### src/rtl/sw_debounce_led_if.sv
// Switch/LED signal bundle for sw_debounce_led; the DUT binds to the slave
// modport and the board/bench side drives the raw switch through master.
interface sw_debounce_led_if;
  logic SW0;
  logic LED0;
  logic PRESS;
  logic RELEASE;
  logic SW_STABLE;
  logic LONG_PRESS;

  modport master (output SW0, input LED0, PRESS, RELEASE, SW_STABLE, LONG_PRESS);
  modport slave  (input SW0, output LED0, PRESS, RELEASE, SW_STABLE, LONG_PRESS);
endinterface

### src/rtl/sw_debounce_led.sv
// Switch debouncer: 2-flop sync, press/release pulses DEBOUNCE_CYCLES after s2 settles, LED0 toggle
// per press, no backpressure; optional long-hold pulse under macro SW_LONG_PRESS_EN.
module sw_debounce_led #(
  parameter int DEBOUNCE_CYCLES = 500000,
  parameter int LONG_CYCLES     = 50000000
) (
  input logic               CLK,
  input logic               RST_N,
  sw_debounce_led_if.slave  sw_if
);

  localparam int CW = $clog2(DEBOUNCE_CYCLES + 1);
  localparam logic [CW-1:0] CNT_ONE  = CW'(1);
  localparam logic [CW-1:0] CNT_TERM = CW'(DEBOUNCE_CYCLES - 1);

  if (DEBOUNCE_CYCLES < 2 || LONG_CYCLES < 2) begin : g_param_chk
    $error("sw_debounce_led: DEBOUNCE_CYCLES and LONG_CYCLES must be >= 2");
  end

  typedef enum logic [1:0] {REL, PRESS_CHK, HELD, REL_CHK} state_t;

  state_t          state_q, state_d;
  logic [CW-1:0]   cnt_q, cnt_d;
  logic            s1_q, s1_d, s2_q, s2_d;
  logic            press_q, press_d;
  logic            release_q, release_d;
  logic            led_q, led_d;
  logic            stable_q, stable_d;
  logic            long_q, long_d;

`ifdef SW_LONG_PRESS_EN
  localparam int LCW = $clog2(LONG_CYCLES + 1);
  localparam logic [LCW-1:0] LCNT_TERM = LCW'(LONG_CYCLES - 1);
  localparam logic [LCW-1:0] LCNT_SAT  = LCW'(LONG_CYCLES);
  logic [LCW-1:0]  lcnt_q, lcnt_d;
`endif

  always_comb begin
    s1_d      = sw_if.SW0;
    s2_d      = s1_q;
    state_d   = state_q;
    cnt_d     = cnt_q;
    press_d   = 1'b0;
    release_d = 1'b0;
    led_d     = led_q;
    stable_d  = stable_q;
    long_d    = 1'b0;

    case (state_q)
      REL: begin
        if (s2_q) begin
          state_d = PRESS_CHK;
          cnt_d   = CNT_ONE;
        end
      end
      PRESS_CHK: begin
        if (!s2_q) begin
          state_d = REL;
          cnt_d   = '0;
        end else if (cnt_q == CNT_TERM) begin
          state_d  = HELD;
          cnt_d    = '0;
          press_d  = 1'b1;
          stable_d = 1'b1;
          led_d    = ~led_q;
        end else begin
          cnt_d = cnt_q + CNT_ONE;
        end
      end
      HELD: begin
        if (!s2_q) begin
          state_d = REL_CHK;
          cnt_d   = CNT_ONE;
        end
      end
      REL_CHK: begin
        if (s2_q) begin
          state_d = HELD;
          cnt_d   = '0;
        end else if (cnt_q == CNT_TERM) begin
          state_d   = REL;
          cnt_d     = '0;
          release_d = 1'b1;
          stable_d  = 1'b0;
        end else begin
          cnt_d = cnt_q + CNT_ONE;
        end
      end
      default: begin
        state_d = REL;
        cnt_d   = '0;
      end
    endcase

`ifdef SW_LONG_PRESS_EN
    // lcnt survives a REL_CHK bounce; parking at LCNT_SAT marks "already fired".
    lcnt_d = lcnt_q;
    if (state_q == HELD && s2_q) begin
      if (lcnt_q < LCNT_TERM) begin
        lcnt_d = lcnt_q + LCW'(1);
      end else if (lcnt_q == LCNT_TERM) begin
        lcnt_d = LCNT_SAT;
        long_d = 1'b1;
        led_d  = 1'b0;
      end
    end else if (state_q == REL || state_q == PRESS_CHK) begin
      lcnt_d = '0;
    end
`endif
  end

  always_ff @(posedge CLK or negedge RST_N) begin
    if (!RST_N) begin
      s1_q      <= 1'b0;
      s2_q      <= 1'b0;
      state_q   <= REL;
      cnt_q     <= '0;
      press_q   <= 1'b0;
      release_q <= 1'b0;
      led_q     <= 1'b0;
      stable_q  <= 1'b0;
      long_q    <= 1'b0;
    end else begin
      s1_q      <= s1_d;
      s2_q      <= s2_d;
      state_q   <= state_d;
      cnt_q     <= cnt_d;
      press_q   <= press_d;
      release_q <= release_d;
      led_q     <= led_d;
      stable_q  <= stable_d;
      long_q    <= long_d;
    end
  end

`ifdef SW_LONG_PRESS_EN
  always_ff @(posedge CLK or negedge RST_N) begin
    if (!RST_N) begin
      lcnt_q <= '0;
    end else begin
      lcnt_q <= lcnt_d;
    end
  end
`endif

  assign sw_if.LED0       = led_q;
  assign sw_if.PRESS      = press_q;
  assign sw_if.RELEASE    = release_q;
  assign sw_if.SW_STABLE  = stable_q;
  assign sw_if.LONG_PRESS = long_q;

endmodule
### src/flat_wrapper.sv
// flat-port wrapper written by rule: the top's interface ports become plain ports
module sw_debounce_led_flat 
#(
  parameter int DEBOUNCE_CYCLES = 500000,
  parameter int LONG_CYCLES     = 50000000
)
  (CLK, RST_N, sw_if_SW0, sw_if_LED0, sw_if_PRESS, sw_if_RELEASE, sw_if_SW_STABLE, sw_if_LONG_PRESS);
  sw_debounce_led_if sw_if_i ();
  input logic CLK;
  input logic RST_N;
  input wire logic [$bits(sw_if_i.SW0)-1:0] sw_if_SW0;
  output wire logic [$bits(sw_if_i.LED0)-1:0] sw_if_LED0;
  output wire logic [$bits(sw_if_i.PRESS)-1:0] sw_if_PRESS;
  output wire logic [$bits(sw_if_i.RELEASE)-1:0] sw_if_RELEASE;
  output wire logic [$bits(sw_if_i.SW_STABLE)-1:0] sw_if_SW_STABLE;
  output wire logic [$bits(sw_if_i.LONG_PRESS)-1:0] sw_if_LONG_PRESS;
  assign sw_if_i.SW0 = sw_if_SW0;
  assign sw_if_LED0 = sw_if_i.LED0;
  assign sw_if_PRESS = sw_if_i.PRESS;
  assign sw_if_RELEASE = sw_if_i.RELEASE;
  assign sw_if_SW_STABLE = sw_if_i.SW_STABLE;
  assign sw_if_LONG_PRESS = sw_if_i.LONG_PRESS;
  sw_debounce_led #(.DEBOUNCE_CYCLES(DEBOUNCE_CYCLES), .LONG_CYCLES(LONG_CYCLES)) u_core (.CLK(CLK), .RST_N(RST_N), .sw_if(sw_if_i));
endmodule
### config.mk
export PLATFORM = sky130hd
export DESIGN_NAME = sw_debounce_led_flat
export DESIGN_NICKNAME = d
export VERILOG_FILES = /design/src/rtl/sw_debounce_led_if.sv /design/src/rtl/sw_debounce_led.sv /design/src/flat_wrapper.sv
export SDC_FILE = /design/constraint.sdc
export NUM_CORES = 1
export LEC_CHECK = 0
export ABC_AREA = 1
export CAP_MARGIN = 30
export CORE_ASPECT_RATIO = 0.7
export CORE_MARGIN = 2
export CORE_UTILIZATION = 47
export DETAILED_ROUTE_END_ITERATION = 16
export PLACE_DENSITY = 0.76
export SLEW_MARGIN = 20
export SYNTH_ARGS = -nofsm -noshare
export SYNTH_HDL_FRONTEND = slang
export SYNTH_SLANG_ARGS = --single-unit
export TNS_END_PERCENT = 20
### constraint.sdc
create_clock -name CLK -period 1.45 [get_ports CLK]
set_input_delay 0.2175 -clock CLK [delete_from_list [all_inputs] [get_ports CLK]]
set_output_delay 0.2175 -clock CLK [all_outputs]
set_load 0.02 [all_outputs]
==> results of run 1 <==
worst reg2reg max path, stage by stage (launching register included):
cell and delay [ns]:
dfrtp_1 0.44, nand2_1 0.13, nor2_2 0.19, nand2_2 0.11
nor2_4 0.19, nand3_1 0.09, nand3_1 0.09, nand2_1 0.07
routing by layer:
| layer | wire length, um | vias up | part of all wire | track usage |
|---|---|---|---|---|
| li1 | - | 706 | - | - |
| met1 | 1780 | 640 | 0.49 | 0.3199 |
| met2 | 1524 | 50 | 0.42 | 0.2879 |
| met3 | 295 | 4 | 0.081 | 0.04845 |
| met4 | 21 | 0 | 0.0058 | 0.04321 |
| met5 | 0 | - | 0 | 0 |
path summary, 6_finish.rpt:
kind / startpoint / to
max in group asynchronous: RST_N / u_core.cnt_q[13]$_DFFE_PN0P_
max: u_core.sw_if.PRESS$_DFF_PN0_ / sw_if_PRESS
max reg2reg: u_core.cnt_q[2]$_DFFE_PN0P_ / u_core.cnt_q[11]$_DFFE_PN0P_
min in group CLK: u_core.s1_q$_DFF_PN0_ / u_core.s2_q$_DFF_PN0_
min: RST_N / u_core.cnt_q[8]$_DFFE_PN0P_
min reg2reg: u_core.s1_q$_DFF_PN0_ / u_core.s2_q$_DFF_PN0_
placed cells by master, fill, tap and decap left out:
cell type / instances
nand2_2: 5
inv_4: 1
nor2_2: 8
clkdlybuf4s50_1: 3
dlymetal6s2s_1: 1
nand3_2: 2
xor2_1: 5
conb_1: 1
nor3_1: 1
clkbuf_1: 1
dfrtp_2: 3
o22ai_1: 4
nor2_4: 2
nand3_1: 21
xnor2_1: 1
buf_4: 20
dfrtp_1: 24
o21bai_1: 4
o21ai_0: 8
o21ai_1: 4
buf_12: 1
inv_1: 18
a21oi_1: 1
ha_2: 1
nand3_4: 1
nand4_1: 3
o21ai_2: 1
a22oi_1: 1
clkbuf_8: 3
nor2_1: 19
inv_2: 2
nand2_8: 1
nand2_1: 57
dlygate4sd2_1: 2
registers in the layout (all words and copies together) (netlist names), named ones only:
| register | cells |
|---|---|
| u_core.sw_if.RELEASE | 1 |
| u_core.s1_q | 1 |
| u_core.sw_if.SW_STABLE | 1 |
| u_core.state_q | 1 |
| u_core.sw_if.PRESS | 1 |
| u_core.cnt_q | 19 |
| u_core.s2_q | 1 |
| u_core.sw_if.LED0 | 1 |
power breakdown:
part           switching, uW  internal (uW)  leakage [uW]
registers               53.9            814      0.000362
logic                    422            273      0.000445
clock network            233            197     0.0000228
kinds of logic after synthesis:
| kind of cell | count (synthesis) | synth area share |
|---|---|---|
| AND/OR/NAND/NOR | 120 | 0.3552 |
| AO/OA/AOI/OAI | 23 | 0.08819 |
| buffers and inverters | 25 | 0.07524 |
| flip-flops | 27 | 0.4369 |
| XOR/XNOR | 6 | 0.03398 |
| other | 1 | 0.002425 |
| adder cells (fa/ha/maj) | 1 | 0.008089 |
through the flow:
stage | power (uW) | setup TNS, ns | area (um^2)
after floorplan | 1276 | 0 | 1546
after global placement | 1494 | -0.001118 | 1742
after detailed placement | 1508 | -0.01568 | 1742
after CTS | 1942 | 0 | 1784
after global routing | 2116 | -0.3066 | 1867
final | 1993 | 0 | 1867
area by class of cell:
cell class                 instances  area [um^2]
clock buffer                       4        45.04
fill                             298         1281
inverter                          21        81.33
multi-input combinational        151        783.3
sequential                        27        679.4
tap                               38        47.55
timing repair buffer              27        230.2
repair_timing:
| item | in CTS | in global routing |
|---|---|---|
| setup buffers | 0 | 6 |
| gates resized for setup | 3 | 16 |
| pin swaps | 0 | 5 |
| endpoints found under the hold margin | 0 | 0 |
| endpoints found under the setup margin | 6 | 22 |
==> reports/metrics.csv, run 1 <==
stage;metric;value;unit
worst_setup_path;WP data required;1.23;ns
worst_setup_path;WP depth;1;
synth;ranking of synthesized cells by area;dfrtp_1 44%, nand2_1 15%, nand3_1 6.8%;
power;Pleak;0.0008289;uW
power;PD cells;1068;mW/mm^2
routing;WL/cell;13.51;um
synth;number of synthesized flops with an enable pin;0;
routing;Routed Antenna Nets;0;
synth;asr flop ratio synth;1.000;
cells_and_area;Final #Nets;235;
floorplanning;Die Width;72.56;um
synth;Synth Area per Inst;7.618;um^2
routing;DR iter-0 viols;170;
status;status;finished, final reports clean;
synth;Gate Count Post-Synth;203;
synth;Distinct cells, synth;27;
synth;syn nets;207;
worst_setup_path;CP max stage cell;clkdlybuf4s50_1;
sta;final hold vios;0;
floorplanning;Die Y;51.99;um
flow_run;max cap viols;0;
routing;vias;1400;
sta;setup ws final;0.03285;ns
sta;final setup violating endpoints;0;
clocking;total CTS buffers;3;
routing;drt via density;5.224;
sta;period utilization;0.9773;
clocking;Root Buffer;clkbuf_8;
synth;number of warnings issued by yosys;0;
worst_setup_path;slowest stage delay, CP;0.60;ns
worst_setup_path;Buf/Inv on CP;1;
worst_setup_path;Setup CP Type;flip-flop to output port;
cells_and_area;# diodes;0;
place;DP HPWL;2601;um
place;port bufs;6;
sta;fmax;705.6;MHz
worst_setup_path;Reg2Reg Depth;7;
power;Max IR drop VDD;0.001118;V
floorplanning;row cnt;17;
sta;clk_skew;0.004946;ns
floorplanning;# IOs;8;
floorplanning;DIE AREA;0.003772;mm^2
synth;synthesized cell area;0.001546;mm^2
worst_setup_path;Arr. time, crit path;1.20;ns
clocking;CTS Buffer Depth;2;
place;pre-CTS setup slack;-0.01568;ns
routing;1st-pass router iterations;4;
grt;vias in the first global route;1230;
cells_and_area;layout cell share with drive strength beyond 1;0.2217;
worst_setup_path;CP top delay family;buffers and inverters;
place;placed cells;258;
sta;Final Max Tran Viols;0;
sta;final critical-path required period;1.417;ns
worst_setup_path;Critical Path Source Type;flip-flop;
sta;worst hold slack;0.3130;ns
grt;GRT Total Usage;0.2061;
cells_and_area;synthesis-to-layout area growth;20.71;%
synth;post-synth top area share;0.4369;
clocking;hold buffers post-CTS;0;
floorplanning;placeable core area;0.003148;mm^2
synth;Yosys top cell by area;dfrtp_1;
synth;part of the Yosys area used for sequential elements;0.4369;
floorplanning;initial cell density of the core;0.4913;
grt;first-pass GRT wire length;5802;um
grt;antenna violations before repair;0;
routing;Total Wirelength;3622;um
clocking;CTS tree;built;
synth;most common cell in the netlist;nand2_1;
clocking;H-tree depth;1;
routing;Residual DRC;0;
hold_path;Hold Crit Class;input pin to async pin;
cells_and_area;final core utilization;0.5930;
grt;pin count of the biggest net entering global routing;28;
grt;gr ovfl total;0;
cells_and_area;non-filler instance count after layout;268;
clocking;Clock Latency Late Sink;0.27;ns
clocking;number of clock sinks;27;
worst_setup_path;worst reg-to-reg setup slack;0.04;ns
clocking;clock-pin slew on the worst setup and hold paths;0.09;ns
sta;RSZ-0062 raised after global routing;yes;
synth;Top FF cell, synth;dfrtp_1;
worst_setup_path;Crit. End Element;output port;
worst_setup_path;crit-path cells;clkdlybuf4s50_1;
synth;top cells by count, synth;60 x nand2_1, 27 x dfrtp_1, 23 x nor2_1, 21 x nand3_1, 19 x inv_1;
worst_setup_path;Crit Path Max Fanout;1;
synth;flops & latches, synth;27;
place;routability cong.;0.8716;
(Power assumes the default switching activity.)
==> inputs of run 2 (changes only) <==
--- a/config.mk
+++ b/config.mk
@@ -9,9 +9,10 @@
 export CAP_MARGIN = 30
 export CORE_ASPECT_RATIO = 0.7
 export CORE_MARGIN = 2
-export CORE_UTILIZATION = 47
+export CORE_UTILIZATION = 58
 export DETAILED_ROUTE_END_ITERATION = 16
-export PLACE_DENSITY = 0.76
+export HOLD_SLACK_MARGIN = 0.08
+export PLACE_DENSITY = 0.88
 export SLEW_MARGIN = 20
 export SYNTH_ARGS = -nofsm -noshare
 export SYNTH_HDL_FRONTEND = slang
==> run 2 against run 1 <==
Against the previous run: via count is 1.1% higher; critical path type is now flip-flop to flip-flop; fmax is 0.22% lower; critical path depth is 7 higher; final cell count is 3.0% lower; die area is 18% lower; clock power is 0.9% lower; critical endpoint is now u_core.cnt_q[15]$_DFFE_PN0P_; clock skew is 0.0018 ns lower.
==> reports/metrics.csv, run 2 (synthesis results as in run 1) <==
stage;metric;value;unit;change
grt;pin count of the biggest net entering global routing;28;;unchanged
floorplanning;Die Y;47.20;um;was 51.99 um
routing;vias;1415;;was 1,400
power;PD cells;1084;mW/mm^2;was 1068 mW/mm^2
power;Max IR drop VDD;0.001175;V;was 0.001118 V
clocking;clock-pin slew on the worst setup and hold paths;0.09;ns;about the same
cells_and_area;Biggest register;u_core.cnt_q;;unchanged
clocking;CTS Buffer Depth;2;;unchanged
power;total power draw;1972;uW;was 1993 uW
worst_setup_path;Arr. time, crit path;1.60;ns;was 1.20 ns
clocking;Root Buffer;clkbuf_8;;unchanged
sta;clk_skew;0.003186;ns;was 0.004946 ns
hold_path;Hold Crit Class;input pin to async pin;;unchanged
worst_setup_path;Crit. End Element;flip-flop;;was output port
worst_setup_path;crit-path most repeated cell;nand2_1;;
place;pre-CTS setup slack;-0.01493;ns;was -0.01568 ns
power;Pleak;0.0008260;uW;was 0.0008289 uW
cells_and_area;max reg flops;19;;unchanged
worst_setup_path;Crit Path Max Fanout;8;;was 1
grt;first-pass GRT wire length;6044;um;was 5802 um
routing;Residual DRC;0;;unchanged
sta;final critical-path required period;1.420;ns;was 1.417 ns
routing;drt via density;5.442;;was 5.224
sta;final setup violating endpoints;0;;unchanged
sta;RSZ-0062 raised after global routing;yes;;unchanged
clocking;Clock Latency Late Sink;0.27;ns;about the same
routing;WL/cell;13.76;um;was 13.51 um
routing;Routed Antenna Nets;0;;unchanged
clocking;number of clock sinks;27;;unchanged
floorplanning;row cnt;15;;was 17
cells_and_area;commonest non-fill, non-tap cell in the layout;nand2_1;;unchanged
sta;final hold vios;0;;unchanged
cells_and_area;layout cell share with drive strength beyond 1;0.2035;;was 0.2217
grt;gr ovfl total;0;;unchanged
sta;fmax;704.1;MHz;was 705.6 MHz
routing;DR iter-0 viols;188;;was 170
cells_and_area;# diodes;0;;unchanged
worst_setup_path;Buf/Inv on CP;1;;unchanged
floorplanning;DIE AREA;0.003102;mm^2;was 0.003772 mm^2
worst_setup_path;CP top delay family;simple AND/OR/NAND/NOR gates;;was buffers and inverters
worst_setup_path;WP data required;1.63;ns;was 1.23 ns
worst_setup_path;slowest stage delay, CP;0.46;ns;was 0.60 ns
sta;setup TNS;0;ns;unchanged
grt;GRT Total Usage;0.2711;;was 0.2061
floorplanning;Die Width;65.72;um;was 72.56 um
grt;vias in the first global route;1266;;was 1,230
routing;Total Wirelength;3578;um;was 3622 um
cells_and_area;Final #Nets;231;;was 235
sta;Final Max Tran Viols;0;;unchanged
clocking;total CTS buffers;3;;unchanged
floorplanning;# IOs;8;;unchanged
sta;period utilization;0.9795;;was 0.9773
floorplanning;placeable core area;0.002496;mm^2;was 0.003148 mm^2
place;DP HPWL;2686;um;was 2601 um
routing;1st-pass router iterations;4;;unchanged
worst_setup_path;CP max stage cell;dfrtp_1;;was clkdlybuf4s50_1
worst_setup_path;crit-path cells;nand4_1 > nor2_2 > nand3_4 > nand2_8 > buf_4 > nor2_1 > nand2_1 > nand2_1;;was clkdlybuf4s50_1
worst_setup_path;Critical Path Source Type;flip-flop;;unchanged
status;status;finished, final reports clean;;unchanged
place;routability cong.;0.9210;;was 0.8716
worst_setup_path;Setup CP Type;flip-flop to flip-flop;;was flip-flop to output port
flow_run;max cap viols;0;;unchanged
cells_and_area;most frequent cells in the layout;57 x nand2_1, 25 x dfrtp_1, 21 x nand3_1;;was 57 x nand2_1, 24 x dfrtp_1, 21 x nand3_1
place;port bufs;6;;unchanged
sta;setup ws final;0.02971;ns;was 0.03285 ns
cells_and_area;synthesis-to-layout area growth;17.64;%;was 20.71%
floorplanning;initial cell density of the core;0.6195;;was 0.4913
clocking;H-tree depth;1;;unchanged
clocking;hold buffers post-CTS;0;;unchanged
grt;antenna violations before repair;0;;unchanged
clocking;CTS tree;built;;unchanged
[run 2: worst paths after layout]
| kind | depth (start not counted) | slack (ns) | start | end |
|---|---|---|---|---|
| setup / recovery | 8 | 0.03 | u_core.cnt_q[15]$_DFFE_PN0P_ | u_core.cnt_q[15]$_DFFE_PN0P_ |
| hold / removal | 2 | 0.31 | RST_N | u_core.cnt_q[6]$_DFFE_PN0P_ |
| max in group asynchronous | 2 | 0.87 | RST_N | u_core.cnt_q[14]$_DFFE_PN0P_ |
| hold reg to reg | 0 | 0.38 | u_core.s1_q$_DFF_PN0_ | u_core.s2_q$_DFF_PN0_ |
| min in group CLK | 0 | 0.38 | u_core.s1_q$_DFF_PN0_ | u_core.s2_q$_DFF_PN0_ |
| setup reg to reg | 8 | 0.03 | u_core.cnt_q[15]$_DFFE_PN0P_ | u_core.cnt_q[15]$_DFFE_PN0P_ |
[run 2: area by class of cell]
class,count,area (um^2)
clock buffer,4,45.04
timing repair buffer,23,193.9
inverter,21,78.83
sequential,27,678.2
fill,197,676.9
multi-input combinational,151,780.7
tap,34,42.54
[run 2: timing repair]
| item | 4_1_cts | 5_1_grt |
|---|---|---|
| setup endpoints to repair | 14 | 21 |
| setup buffers | 0 | 4 |
| pin swaps | 0 | 7 |
| gates resized for setup | 5 | 13 |
[run 2: metal layers]
layer  part of all wire  vias up  track usage
met5                  0        -            0
met4              0.014        0      0.06667
met3              0.098        6      0.06715
met2               0.42       61       0.3939
met1               0.46      653       0.4088
li1                   -      695            -
[run 2: report_power, final]
part	leakage (uW)	switching (uW)	total (uW)	internal (uW)
clock	0.0000228	228	426	197
combinational	0.000440	409	673	264
sequential	0.000363	59.3	874	814
[run 2: metrics by stage]
stage | std cells | hold WS [ns] | util | instance area, um^2
after floorplan | 203 | -0.07809 | - | 1546
after global placement | 252 | 0.3312 | 0.6847 | 1709
after detailed placement | 252 | 0.3654 | 0.6847 | 1709
after CTS | 256 | 0.3291 | 0.7063 | 1763
after global routing | 260 | 0.3490 | 0.7288 | 1819
final | 260 | 0.3102 | 0.7288 | 1819
